File: src/rtl/turbo_pkg.sv
// turbo_pkg: shared definitions for the Spectrum clock-enable / CPU turbo
// controller.
//   LEVELS       - default number of turbo levels (0 = slowest)
//   LW           - width of a level number
//   level_e      - names of the default speed levels
//   ctrl_state_e - CPU run controller states
//   level_mask() - divider mask that selects the CPU enable period of a level
package turbo_pkg;

  localparam int LEVELS     = 5;
  localparam int MAX_LEVELS = 16;

  // Width of a level number; at least one bit even for a single level.
  function automatic int level_width(input int levels);
    return (levels > 1) ? $clog2(levels) : 1;
  endfunction

  localparam int LW = level_width(LEVELS);

  typedef enum logic [2:0] {
    LVL_3M5 = 3'd0,
    LVL_7M  = 3'd1,
    LVL_14M = 3'd2,
    LVL_28M = 3'd3,
    LVL_56M = 3'd4
  } level_e;

  typedef enum logic [1:0] {
    ST_RUN   = 2'd0,  // CPU enabled
    ST_PAUSE = 2'd1,  // speed change in progress, pause counter running
    ST_STALL = 2'd2   // CPU held, waiting for the next tick with ram_ready
  } ctrl_state_e;

  // {levels{1'b1}} >> level: level 0 uses every divider bit (slowest CPU
  // enable), each higher level drops the top bit and doubles the rate.
  function automatic logic [MAX_LEVELS-1:0] level_mask(input int levels, input int level);
    logic [MAX_LEVELS-1:0] full;
    full = {MAX_LEVELS{1'b1}} >> (MAX_LEVELS - levels);
    return full >> level;
  endfunction

endpackage

File: src/rtl/turbo_ce_gen_ce_divider.sv
// ce_divider: free-running master counter and the registered clock enables
// derived from it.
//   clk_sys, reset     - system clock, synchronous active-high reset
//   cur_level          - active turbo level, selects the tp/tn period
//   ce_28m             - every 4th clk_sys
//   ce_7mp / ce_7mn    - 7 MHz enables, half a period apart
//   ce_psg             - once per counter wrap
//   tp / tn            - turbo CPU p/n enables (tn half a period after tp)
module ce_divider
  import turbo_pkg::*;
#(
  parameter int CNT_W  = 6,
  parameter int LEVELS = turbo_pkg::LEVELS,
  parameter int LW     = level_width(LEVELS)
) (
  input  logic          clk_sys,
  input  logic          reset,
  input  logic [LW-1:0] cur_level,
  output logic          ce_28m,
  output logic          ce_7mp,
  output logic          ce_7mn,
  output logic          ce_psg,
  output logic          tp,
  output logic          tn
);

  logic [CNT_W-1:0]  counter;
  logic [LEVELS-1:0] mask;
  logic [LEVELS-1:0] cnt_lo;

  assign mask   = LEVELS'(level_mask(LEVELS, int'(cur_level)));
  assign cnt_lo = counter[LEVELS-1:0];

  // NOTE: state registers use non-blocking assignments so every flop in
  // this block samples the pre-edge counter value, regardless of order.
  always_ff @(posedge clk_sys) begin
    if (reset) begin
      counter <= '0;
      ce_28m  <= 1'b0;
      ce_7mp  <= 1'b0;
      ce_7mn  <= 1'b0;
      ce_psg  <= 1'b0;
      tp      <= 1'b0;
      tn      <= 1'b0;
    end else begin
      counter <= counter + 1'b1;
      ce_28m  <= (counter[1:0] == 2'd0);
      ce_7mp  <= !counter[3] && (counter[2:0] == 3'd0);
      ce_7mn  <=  counter[3] && (counter[2:0] == 3'd0);
      ce_psg  <= (counter == '0);
      tp      <= ((cnt_lo & mask) == '0);
      // Masked count equal to the top mask bit alone: half a period after tp.
      tn      <= (((cnt_lo & mask) ^ mask ^ (mask >> 1)) == '0);
    end
  end

endmodule

File: src/rtl/turbo_ce_gen.sv
// turbo_ce_gen: clock-enable generator and CPU turbo controller.
//   clk_sys, reset           - system clock, synchronous active-high reset
//   level_req, force_fast    - requested speed; force_fast selects the top level
//   ram_ready, tape_active   - SDRAM ready and tape playback, drive wait stalls
//   ula_ce_p, ula_ce_n       - contended CPU enables used at level 0
//   ce_28m, ce_7mp, ce_7mn, ce_psg - fixed peripheral enables
//   ce_cpu_p, ce_cpu_n       - gated CPU enables for T80pa
//   ce_cpu                   - turbo p-enable gated only by cpu_en (FDC, tape)
//   cpu_en, cur_level, switching - controller status
// Speed changes are glitch-free: the CPU is stopped on a cpu_n tick, the
// level changes, and the CPU restarts only after SWITCH_PAUSE further ticks.
module turbo_ce_gen
  import turbo_pkg::*;
#(
  parameter int CNT_W           = 6,
  parameter int LEVELS          = turbo_pkg::LEVELS,
  parameter int SWITCH_PAUSE    = 3,
  parameter int FAST_WAIT_LEVEL = 3,
  parameter int TAPE_WAIT_LEVEL = 2,
  parameter int LW              = level_width(LEVELS)
) (
  input  logic          clk_sys,
  input  logic          reset,
  input  logic [LW-1:0] level_req,
  input  logic          force_fast,
  input  logic          ram_ready,
  input  logic          tape_active,
  input  logic          ula_ce_p,
  input  logic          ula_ce_n,
  output logic          ce_28m,
  output logic          ce_7mp,
  output logic          ce_7mn,
  output logic          ce_psg,
  output logic          ce_cpu_p,
  output logic          ce_cpu_n,
  output logic          ce_cpu,
  output logic          cpu_en,
  output logic [LW-1:0] cur_level,
  output logic          switching
);

  localparam int          PW         = (SWITCH_PAUSE > 0) ? $clog2(SWITCH_PAUSE + 1) : 1;
  localparam logic [PW-1:0] PAUSE_LAST = PW'(SWITCH_PAUSE);
  localparam logic [LW-1:0] TOP_LEVEL  = LW'(LEVELS - 1);

  logic          tp;
  logic          tn;
  logic          cpu_p;
  logic          cpu_n;
  logic          wait_stall;
  logic [LW-1:0] req_eff;
  logic [PW-1:0] pause;
  ctrl_state_e   state;

  ce_divider #(
    .CNT_W  (CNT_W),
    .LEVELS (LEVELS),
    .LW     (LW)
  ) u_div (
    .clk_sys   (clk_sys),
    .reset     (reset),
    .cur_level (cur_level),
    .ce_28m    (ce_28m),
    .ce_7mp    (ce_7mp),
    .ce_7mn    (ce_7mn),
    .ce_psg    (ce_psg),
    .tp        (tp),
    .tn        (tn)
  );

  // Level 0 follows the ULA so contention timing is preserved.
  assign cpu_p = (cur_level == LW'(LVL_3M5)) ? ula_ce_p : tp;
  assign cpu_n = (cur_level == LW'(LVL_3M5)) ? ula_ce_n : tn;

  assign ce_cpu_p  = cpu_en & cpu_p;
  assign ce_cpu_n  = cpu_en & cpu_n;
  assign ce_cpu    = cpu_en & tp;
  assign switching = (pause != '0);

  // NOTE: every signal written in always_comb gets a default first, so no
  // path through the block leaves it unassigned and infers a latch.
  always_comb begin
    req_eff = level_req;
    if (force_fast || (level_req > TOP_LEVEL)) req_eff = TOP_LEVEL;
  end

  assign wait_stall = !ram_ready &&
                      ((cur_level >= LW'(FAST_WAIT_LEVEL)) ||
                       ((cur_level >= LW'(TAPE_WAIT_LEVEL)) && tape_active));

  // Controller advances only on ungated cpu_n ticks, so a change of level
  // always lands between CPU half-cycles. The pause counter update comes
  // first and is overridden by a new switch; the branches see the old pause.
  always_ff @(posedge clk_sys) begin
    if (reset) begin
      state     <= ST_RUN;
      cur_level <= LW'(LVL_3M5);
      cpu_en    <= 1'b1;
      pause     <= '0;
    end else if (cpu_n) begin
      if (pause != '0) pause <= (pause == PAUSE_LAST) ? '0 : pause + 1'b1;
      if ((state == ST_PAUSE) && (pause == PAUSE_LAST)) state <= ST_STALL;

      if (cur_level != req_eff) begin
        state     <= ST_PAUSE;
        cpu_en    <= 1'b0;
        pause     <= PW'(1);
        cur_level <= req_eff;
      end else if ((state == ST_STALL) && ram_ready) begin
        state  <= ST_RUN;
        cpu_en <= 1'b1;
      end else if (wait_stall) begin
        cpu_en <= 1'b0;
        if (state == ST_RUN) state <= ST_STALL;
      end
    end
  end

endmodule

File: config.mk
export PLATFORM = sky130hd
export DESIGN_NAME = turbo_ce_gen
export DESIGN_NICKNAME = d
export VERILOG_FILES = /design/src/rtl/turbo_pkg.sv /design/src/rtl/turbo_ce_gen_ce_divider.sv /design/src/rtl/turbo_ce_gen.sv
export SDC_FILE = /design/constraint.sdc
export NUM_CORES = 1
export LEC_CHECK = 0
export CAP_MARGIN = 10
export CORE_MARGIN = 4
export CORE_UTILIZATION = 44
export DETAILED_ROUTE_END_ITERATION = 8
export GPL_TIMING_DRIVEN = 0
export HOLD_SLACK_MARGIN = 0.03
export PLACE_DENSITY = 0.74
export REMOVE_ABC_BUFFERS = 1
export SYNTH_ARGS = -nofsm -noshare
export SYNTH_HDL_FRONTEND = slang
export SYNTH_SLANG_ARGS = --single-unit
File: constraint.sdc
create_clock -name clk_sys -period 2.1 [get_ports clk_sys]
set_clock_uncertainty 0.2 [all_clocks]
set_input_delay 0.525 -clock clk_sys [delete_from_list [all_inputs] [get_ports clk_sys]]
set_output_delay 0.525 -clock clk_sys [all_outputs]
set_load 0.005 [all_outputs]
### Word-level counts from Yosys, hierarchy flattened

Index checks and enable logic that the tools add are counted.

* output and inout bits: 12
* flip-flop bits (word level): 20
* word-level logic and storage cells: 64
* bits of input ports: 10

* bitwise logic cells: 6
* muxes and demuxes: 14
* equality and inequality tests: 4
* reduce and logical (&&, ||, !) cells: 23
* order comparisons: 3
* add/subtract/negate cells: 2
* shift operators: 1

Operator list (count)
* two-way mux 2 bit: 8
* zero test 5 bit: 2
* adder 6 x 1 -> 6 bit (second input constant): 1
* >= comparator 3 x 2 -> 1 bit (second input constant): 2
* logical AND 1 bit: 6
* zero test 3 bit: 2
* zero test 6 bit: 1
* AND reduction 2 bit: 3
* bitwise AND 5 bit: 1
* two-way mux 1 bit: 5
* >> shifter 5 x 3 -> 5 bit (first input constant): 1
* XOR 5 x 4 -> 5 bit: 1
* XOR 5 bit: 1
* == test 2 bit (second input constant): 2
* zero test 2 bit: 2
* nonzero test 2 bit: 2
* bitwise AND 1 bit: 3
* greater-than comparator 3 bit (second input constant): 1
* two-way mux 3 bit: 1
* != test 3 bit: 1
* nonzero test 3 bit: 1
* adder 2 x 1 -> 2 bit (second input constant): 1
* == test 2 x 1 -> 1 bit (second input constant): 1
* zero test 1 bit: 2
* logical OR 1 bit: 2

### Depth between registers and ports, before layout

Gate-level depths: netlist of the first run.

* depth in word-level cells: 7
* mapped depth: 5
* gate-level depth less buffers: 5

### Hierarchy

Synthesis of the first run repeated with hierarchy kept, for this count alone.

* cells, all modules: 117
* area, all modules: 1043.5 sq um

Modules (own cells, without submodules)
* turbo_ce_gen: times used 1, cells each 62, sequential area each 160.2 sq um, area an instance 538.0 sq um
* ce_divider: times used 1, cells each 55, sequential area each 240.2 sq um, area an instance 505.5 sq um

### Worst setup path after synthesis of the first run

OpenSTA, ideal clock, no wires.

* path kind: reg-to-output
* from: register cur_level[0]
* to: output port ce_cpu_n
* data arrival time: 1338 ps
* cell stages (with the launch flop): 5
* required time: 1375 ps
* path buffers: 1
* path slack: 37 ps
* path through: dfxtp_1 > buf_6 > nor3_2 > mux2_1 > and2_1

* cells in the longest elaborated chain, start to end: 3

RTL lines
* start: declaration: line turbo_ce_gen.sv:38 `output logic [LW-1:0] cur_level,`
* start signal: assignment: line turbo_ce_gen.sv:97 `cur_level <= LW'(LVL_3M5);`
* start signal: assignment: line turbo_ce_gen.sv:108 `cur_level <= req_eff;`
* zero test 3 bit: line turbo_ce_gen.sv:73 `assign cpu_n = (cur_level == LW'(LVL_3M5)) ? ula_ce_n : tn;`
* two-way mux 1 bit: line turbo_ce_gen.sv:73
* bitwise AND 1 bit: line turbo_ce_gen.sv:76 `assign ce_cpu_n = cpu_en & cpu_n;`
* end: declaration: line turbo_ce_gen.sv:35 `output logic ce_cpu_n,`

Every way passes these cells.

### Worst setup path after layout of the first run

* from: register cur_level[2]
* to: output port ce_cpu_n

The elaborated chain is that of the path after synthesis.

==> impl_metrics.yaml, run 1 <==
power_and_ir_drop:
  powerDensity_nw_per_um2: 644
  p_leak_nw: 0.559
  clockPowerShare_pct: 24.7
  p_seq_share_pct: 48.5
  vdd_drop_max_v: 0.000403
  finalPower_w: 0.000897
  power.switching_w: 0.000251
  pwr-share-comb_pct: 26.8
  p_sw_share_pct: 27.9
  cellInternalPower_w: 0.000647
final_layout:
  finish.net_count: 159
  syn_to_final_growth_pct: 35.9
  n_fill_cell: 191
  drive_above_1_share_pct: 22.9
  fin_util_pct: 63.0
  fin_area_um2: 1390
  diodes: 0
yosys:
  yosys_warnings: 0
  syn_avg_cell_area_um2: 8.84
  syn_area_um2: 1030
  synthFlopType: "dfxtp_1"
  async_flop_share_pct: 0
  seq_area_frac_synth_pct: 39.0
  synth-seq-cells: 20
  synth_cell_type_count: 41
  synth_cells: 116
  synth_edf_count: 0
floorplan:
  die_area_um2: 3170
  num_io_pins: 22
  start_util_pct: 46.4
  fp-row-count: 17
  die_x_um: 56.3
  die_h_um: 56.3
  core_um2: 2210
sta:
  fin_crit_ns: 2.17
  totalNegativeSetupSlack_ns: -0.0886
  rsz0062_at_grt: "yes"
  finalHoldViolCount: 0
  setup_viol: 2
  fin_crit_sh_pct: 103
  max_freq_ghz: 0.461
  hold_ws_ns: 0.261
  tightestPinTransition_ns: 0.706
  max_slew_margin_pct: 52.8
  drv_slew: 0
  setup_slack_ns: -0.0695
clock_network:
  hold_buffers: 0
  clock-sinks: 20
  cts_root_buf: "clkbuf_4"
  cts_tree: "yes"
  clockBufferDepth: 2
  htree_num_levels: 1
  clock_latency_ns: 0.30
  cts_buffers: 3
  path_clk_slew_ns: 0.11
critical_path:
  cpLargestDelayFamily: "flip-flops"
  worstSetupEndpointType: "primary output"
  start_kind: "register"
  path_buf_inv: 1
  rr_startpoint: "cur_level[1]"
  critPathArrivalTime_ns: 1.44
  cp_max_fo: 2
  slowest_stage: "dfxtp_4"
  slowest_delay_ns: 0.37
  worst-r2r-setup-slack_ns: 0.15
  regToRegEndpoint: "u_div.tn"
  path_cells: "nor3_4, mux2_4, and2_4, buf_6"
  crit_type: "register to primary output"
  crit_required_ns: 1.37
  reg2regPathDepth: 5
placement:
  hpwlAfterDp_um: 1570
  gp_congestion: 0.832
  placed_cell_area_um2: 1240
  numPortBuffers: 21
outcome:
  violations: "setup timing"
  outcome: "complete, but fails checks"
hold_path:
  holdCritPathClass: "register to register"
  min_to: "u_div.ce_psg"
  min_from: "u_div.counter[5]"
  whs_path_depth: 1
global_routing:
  grt_max_degree: 18
  grt_pass1_vias: 913
  grt_pass1_wl_um: 3990
  antenna_found_initial: 0
  grtUsageTotal_pct: 15.8
  gr-total-overflow: 0
route:
  post-route-drc-count: 0
  firstDrtPassIters: 4
  totalWireLength_um: 2320
  via_count: 936
  vias_per_cell: 5.44
  ant_nets: 0
  drtIter0Drc: 13
  wl_per_cell_um: 13.5
run:
  maxCapViolCount: 0
==> metrics by stage <==
step | std cells | setup WS, ns
final | 172 | -0.0695
after global routing | 172 | -0.142
after CTS | 172 | -0.0984
after detailed placement | 160 | -0.624
after global placement | 160 | -0.626
after floorplan | 111 | 0.0710
==> worst max-delay path by stage <==
stage	from	to	cells after the start
after floorplan	cur_level[1]	ce_cpu_n	3
after global placement	ula_ce_n	ce_cpu_n	4
after detailed placement	ula_ce_n	ce_cpu_n	4
after CTS	cur_level[2]	ce_cpu_n	4
after global routing	cur_level[2]	ce_cpu_n	4
final	cur_level[2]	ce_cpu_n	4
==> cell usage in the layout (no fill, tap or decap), types with 2 or more instances in the layout <==
master           Yosys  routed
dfxtp_2              0       3
a21oi_1              7       7
nor2_1              13      13
xnor2_1              2       2
clkdlybuf4s50_1      0      16
dfxtp_4              0       3
nor2b_1              3       3
clkbuf_4             0       3
a31oi_1              2       2
a211oi_1             2       2
buf_6                2       2
buf_4                0       7
xor2_1               4       4
dfxtp_1             20      14
dlygate4sd2_1        0       2
and2_1               3       2
inv_1               10       9
nand3_1              4       4
nand2_1              9       9
and3_1               2       2
ha_1                 4       3
==> power groups by stage <==
| stage | combinational (W) | clock (W) | sequential [W] |
|---|---|---|---|
| final | 0.000241 | 0.000221 | 0.000435 |
| after detailed placement | 0.000196 | 0 | 0.000447 |
| after global routing | 0.000265 | 0.000243 | 0.000440 |
| after global placement | 0.000189 | 0 | 0.000445 |
| after CTS | 0.000238 | 0.000229 | 0.000435 |
| after floorplan | 0.000101 | 0 | 0.000442 |
==> cells by family after synthesis <==
kind of cell | share of synthesized area, %
and+or+nand+nor | 22.7
AOI/OAI and AO/OA | 18.3
DFF | 39.0
buffers and inverters | 6.95
xor gates and xnor gates | 5.12
adders and majority gates | 4.88
muxes | 3.05
==> what timing repair did <==
action                                  4_1_cts  5_1_grt
endpoints found under the hold margin         0        0
buffers inserted                              8        1
endpoints found under the setup margin        8        9
pin swaps                                     2        4
resized for setup                            28        6
==> cell usage after synthesis (all sizes together) (2+ instances only) <==
| cell type | count | area (µm²) |
|---|---|---|
| a31oi | 2 | 12.5 |
| ha | 4 | 50.1 |
| o21ai | 2 | 10.0 |
| xnor2 | 2 | 17.5 |
| nand2 | 9 | 33.8 |
| clkbuf | 3 | 11.3 |
| and3 | 2 | 12.5 |
| mux2i | 2 | 20.0 |
| nor2 | 13 | 48.8 |
| inv | 10 | 37.5 |
| dfxtp | 20 | 400 |
| and2 | 3 | 18.8 |
| nand3 | 4 | 20.0 |
| or4b | 2 | 23.8 |
| nor3 | 2 | 15.0 |
| a211oi | 3 | 27.5 |
| buf | 2 | 22.5 |
| xor2 | 4 | 35.0 |
| nor2b | 3 | 18.8 |
| a21oi | 7 | 35.0 |
==> area by class of cell <==
| cell class | count | area [µm²] | share of cell area [%] |
|---|---|---|---|
| clock buffer | 4 | 36.3 | 2.60 |
| inverter | 10 | 37.5 | 2.69 |
| multi-input combinational | 81 | 599 | 43.0 |
| sequential | 20 | 415 | 29.8 |
| tap | 28 | 35.0 | 2.51 |
| timing repair buffer | 29 | 270 | 19.4 |
==> registers in the layout (all words and copies together), names as in the netlist <==
| name | cells |
|---|---|
| u_div.counter | 6 |
| cur_level | 3 |
| pause | 2 |
| state | 2 |
| cpu_en | 1 |
| u_div.ce_28m | 1 |
| u_div.ce_7mn | 1 |
| u_div.ce_7mp | 1 |
| u_div.ce_psg | 1 |
| u_div.tn | 1 |
| u_div.tp | 1 |
==> routing by layer <==
layer	wire [µm]	global-route usage, %	vias to the layer above
met1	1010	19.0	440
met3	118	2.53	4
met4	38	8.14	0
li1	-	-	463
met2	1160	26.9	29
met5	0	0	-
Power figures use the tool's default switching activity.
==> inputs of run 2 (changes only) <==
Settings changed: CAP_MARGIN 10 to default, CORE_MARGIN 4 to 1.5, CORE_UTILIZATION 44 to 30, PLACE_DENSITY 0.74 to 0.55.
==> run 2 against run 1 <==
Against the previous run: the run still ends with setup timing left; sequential share of layout area shrank 0.19 points; core utilization decreased by 21 points; global-route usage decreased by 3.3 points; highest routed layer unchanged; cell area rose by 0.63%; wire length decreased by 3.5%; register-to-register slack is essentially flat; maximum frequency fell by 1.0%; total power grew 0.85%; critical path depth unchanged; clock power grew 5%; non-clock buffer count shrank 1; final cell count rose by 9.9%; critical path type unchanged.
==> impl_metrics.yaml, run 2 (synthesized netlist as in run 1, its figures left out) <==
outcome:
  outcome: "complete, but fails checks"
  violations: "setup timing"
final_layout:
  largest_reg_flops: 6
  final_common_cell: "clkdlybuf4s50_1"
  finish.net_count: 158
  syn_to_final_growth_pct: 36.7
  fin_util_pct: 42.4
  drive_above_1_share_pct: 21.7
  largest_register: "u_div.counter"
  reg_top3: "u_div.counter (6), cur_level (3)"
  diodes: 0
  n_fill_cell: 349
  most-common-layout-cells: "clkdlybuf4s50_1, dfxtp_1, nor2_1"
run:
  maxCapViolCount: 0
floorplan:
  die_h_um: 61.5
  core_um2: 3310
  die_x_um: 61.5
  die_area_um2: 3780
  start_util_pct: 31.0
  num_io_pins: 22
  fp-row-count: 21
power_and_ir_drop:
  finalPower_w: 0.000905
  vdd_drop_max_v: 0.000182
  powerDensity_nw_per_um2: 645
  pwr-share-comb_pct: 26.1
  p_sw_share_pct: 28.4
  clockPowerShare_pct: 25.8
  cellInternalPower_w: 0.000648
  p_seq_share_pct: 48.1
  p_leak_nw: 0.548
  power.switching_w: 0.000257
route:
  post-route-drc-count: 0
  wl_per_cell_um: 11.9
  firstDrtPassIters: 4
  totalWireLength_um: 2240
  vias_per_cell: 4.85
  via_count: 916
  drtIter0Drc: 33
  ant_nets: 0
global_routing:
  grt_max_degree: 18
  grt_pass1_vias: 798
  antenna_found_initial: 0
  grtUsageTotal_pct: 12.5
  gr-total-overflow: 0
  grt_pass1_wl_um: 3480
critical_path:
  slowest_delay_ns: 0.37
  crit_required_ns: 1.37
  start_kind: "register"
  cp_max_fo: 2
  path_buf_inv: 1
  crit_type: "register to primary output"
  path_cells: "nor3_4, mux2_4, and2_4, buf_6"
  critPathArrivalTime_ns: 1.47
  worstSetupEndpointType: "primary output"
  slowest_stage: "dfxtp_4"
  cpLargestDelayFamily: "flip-flops"
placement:
  numPortBuffers: 21
  hpwlAfterDp_um: 1570
  dp_slack_ns: -0.671
  gp_congestion: 0.746
sta:
  totalNegativeSetupSlack_ns: -0.0946
  max_slew_margin_pct: 55.3
  hold_ws_ns: 0.245
  drv_slew: 0
  finalHoldViolCount: 0
  fin_crit_ns: 2.19
  fin_crit_sh_pct: 104
  tightestPinTransition_ns: 0.669
  max_freq_ghz: 0.456
  rsz0062_at_grt: "yes"
  setup_slack_ns: -0.0921
  setup_viol: 2
clock_network:
  clock_latency_ns: 0.31
  cts_buffers: 3
  htree_num_levels: 1
  path_clk_slew_ns: 0.12
  clock-sinks: 20
  cts_tree: "yes"
  hold_buffers: 0
  clockBufferDepth: 2
  cts_root_buf: "clkbuf_4"
hold_path:
  holdCritPathClass: "register to register"
## run 2: changes by cell type in the layout (fill, tap and decap cells not counted)
cell | before | now
buf_4 | 7 | 6
o2111ai_1 | 0 | 1
o2111ai_2 | 1 | 0
## run 2: final cells by class
type / count / area [µm²] / area share [%]
clock buffers: 4 / 36.3 / 2.59
inverters: 10 / 37.5 / 2.68
multi-input cells: 81 / 593 / 42.3
flip-flops and latches: 20 / 415 / 29.6
well taps: 46 / 57.6 / 4.10
repair buffers: 28 / 263 / 18.7
## run 2: final timing paths
kind / depth (start not counted) / slack [ns] / from / endpoint
setup reg to reg: 6 / 0.14 / cur_level[2] / state[1]
hold reg to reg: 1 / 0.25 / u_div.counter[5] / u_div.ce_psg
setup / recovery: 4 / -0.09 / cur_level[2] / ce_cpu_n
hold / removal: 1 / 0.25 / u_div.counter[5] / u_div.ce_psg
## run 2: power by group through the flow
stage	logic [W]	registers, W	clock network [W]
floorplan	0.000101	0.000442	0
global placement	0.000191	0.000447	0
detailed placement	0.000193	0.000448	0
CTS	0.000241	0.000435	0.000236
global route	0.000260	0.000440	0.000250
finish	0.000236	0.000436	0.000233
## run 2: metrics by stage
stage / instance area, µm² / cells
after global routing: 1400 / 189
after CTS: 1400 / 190
after global placement: 1260 / 178
final: 1400 / 189
after detailed placement: 1260 / 178
after floorplan: 992 / 111
## run 2: per-layer routing
layer  part of all wire [%]  vias up  track usage, %
met5                      0        -               0
met4                    2.4        0            7.29
met3                    3.8        5            1.26
met2                     45       27            19.7
met1                     48      426            16.3
li1                       -      458               -
## run 2: what timing repair did
| item | 4_1_cts | 5_1_grt |
|---|---|---|
| endpoints found under the setup margin | 8 | 6 |
| pin swaps | 1 | 3 |
| resized for setup | 29 | 4 |
| buffers inserted | 8 | 0 |
| cloned | 0 | 0 |
| endpoints found under the hold margin | 0 | 0 |
==> inputs of run 3 (changes only) <==
Settings changed: HOLD_SLACK_MARGIN 0.03 to default, SKIP_CTS_REPAIR_TIMING from default to 1.
==> run 3 against run 2 <==
Against the previous run: the run still ends with setup timing left; sequential share of layout area is 0.60 points lower; wire length grew 3.4%; register-to-register slack worse by 0.08 ns; critical endpoint unchanged; core utilization is 0.87 points higher; worst hold slack better by 0.0070 ns.
==> impl_metrics.yaml, run 3 (synthesized netlist as in run 1, its figures left out) <==
global_routing:
  grt.busiest_layer: "met2"
  use_met3_pct: 1.26
  antenna_found_initial: 0
  met2_usage_pct: 17.1
  grtUsageTotal_pct: 11.5
  grt_max_degree: 18
  gr-total-overflow: 0
  grt_pass1_vias: 740
  use_met1_pct: 15.7
  grt_pass1_wl_um: 3220
sta:
  fin_crit_ns: 2.30
  drv_slew: 0
  rsz0062_at_grt: "yes"
  max_freq_ghz: 0.435
  setup_viol: 2
  finalHoldViolCount: 0
  totalNegativeSetupSlack_ns: -0.223
  max_slew_margin_pct: 54.7
  setup_slack_ns: -0.197
  fin_crit_sh_pct: 109
  tightestPinTransition_ns: 0.677
outcome:
  violations: "setup timing"
  outcome: "complete, but fails checks"
placement:
  gp_congestion: 0.746
  numPortBuffers: 21
  hpwlAfterDp_um: 1570
  dp_slack_ns: -0.671
clock_network:
  clockBufferDepth: 2
  clock_latency_ns: 0.31
  cts_buffers: 3
  cts_root_buf: "clkbuf_4"
  htree_num_levels: 1
  path_clk_slew_ns: 0.13
  clock-sinks: 20
  cts_tree: "yes"
final_layout:
  finish.net_count: 161
  final_common_cell: "clkdlybuf4s50_1"
  drive_above_1_share_pct: 23.3
  largest_reg_flops: 6
  diodes: 0
  reg_top3: "u_div.counter (6), cur_level (3)"
  most-common-layout-cells: "clkdlybuf4s50_1, dfxtp_1, nor2_1"
  largest_register: "u_div.counter"
  syn_to_final_growth_pct: 39.5
floorplan:
  die_x_um: 61.5
  die_h_um: 61.5
  die_area_um2: 3780
  start_util_pct: 31.0
  num_io_pins: 22
  core_um2: 3310
  fp-row-count: 21
route:
  wl_per_cell_um: 12.1
  firstDrtPassIters: 4
  totalWireLength_um: 2320
  ant_nets: 0
  post-route-drc-count: 0
  drtIter0Drc: 25
  vias_per_cell: 4.72
  via_count: 907
run:
  maxCapViolCount: 0
critical_path:
  slowest_delay_ns: 0.38
  path_cells: "nor3_4, buf_6, mux2_4, and2_4, buf_6"
  start_kind: "register"
  slowest_stage: "dfxtp_4"
  cp_max_fo: 4
  crit_path_frequent_cell: "buf_6"
  crit_type: "register to primary output"
  worstSetupEndpointType: "primary output"
  critPathArrivalTime_ns: 1.57
  crit_required_ns: 1.37
power_and_ir_drop:
  vdd_drop_max_v: 0.000174
  p_leak_nw: 0.560
  powerDensity_nw_per_um2: 640
hold_path:
  holdCritPathClass: "register to register"
-- run 3: power by group --
part | leakage, nW | switching, W | internal, W
clock network | 0.0210 | 0.000128 | 0.000106
registers | 0.167 | 0.0000309 | 0.000409
logic | 0.372 | 0.000102 | 0.000141
total | 0.560 | 0.000260 | 0.000656
-- run 3: final timing paths --
check                                       from      endpoint  slack [ns]  cells past startpoint
worst max-delay path                cur_level[2]      ce_cpu_n       -0.20                      5
worst min-delay path            u_div.counter[5]  u_div.ce_psg        0.25                      1
worst max register to register      cur_level[1]      u_div.tn        0.06                      6
worst min register to register  u_div.counter[5]  u_div.ce_psg        0.25                      1
-- run 3: final cells by class --
type / instances / area [µm²]
Fill cell: 351 / 1880
Multi-Input combinational cell: 81 / 593
Sequential cell: 20 / 415
Timing Repair Buffer: 31 / 292
Tap cell: 46 / 57.6
Inverter: 10 / 37.5
Clock buffer: 4 / 36.3
-- run 3: routing by layer --
layer / wire length (µm) / up-vias / part of all wire (%)
li1: - / 463 / -
met1: 1170 / 420 / 51
met2: 1060 / 20 / 46
met3: 56 / 4 / 2.4
met4: 31 / 0 / 1.3
met5: 0 / - / 0
-- run 3: worst max-delay path: cells and delay by family, from the launching register on --
kind,cells,cell delay (ns)
flip-flops,1,0.38
multiplexers,1,0.30
buffers and inverters,2,0.24
AND/OR/NAND/NOR,2,0.35
-- run 3: per-stage QoR --
stage | instance area [µm²] | utilization, % | hold WS (ns) | cells | total power, W
6_report | 1430 | 43.2 | 0.252 | 192 | 0.000916
5_1_grt | 1430 | 43.2 | 0.281 | 192 | 0.000959
2_1_floorplan | 992 | - | 0.217 | 111 | 0.000543
3_5_place_dp | 1260 | 38.1 | 0.229 | 178 | 0.000641
4_1_cts | 1300 | 39.2 | 0.248 | 182 | 0.000870
3_3_place_gp | 1260 | 38.1 | 0.227 | 178 | 0.000638
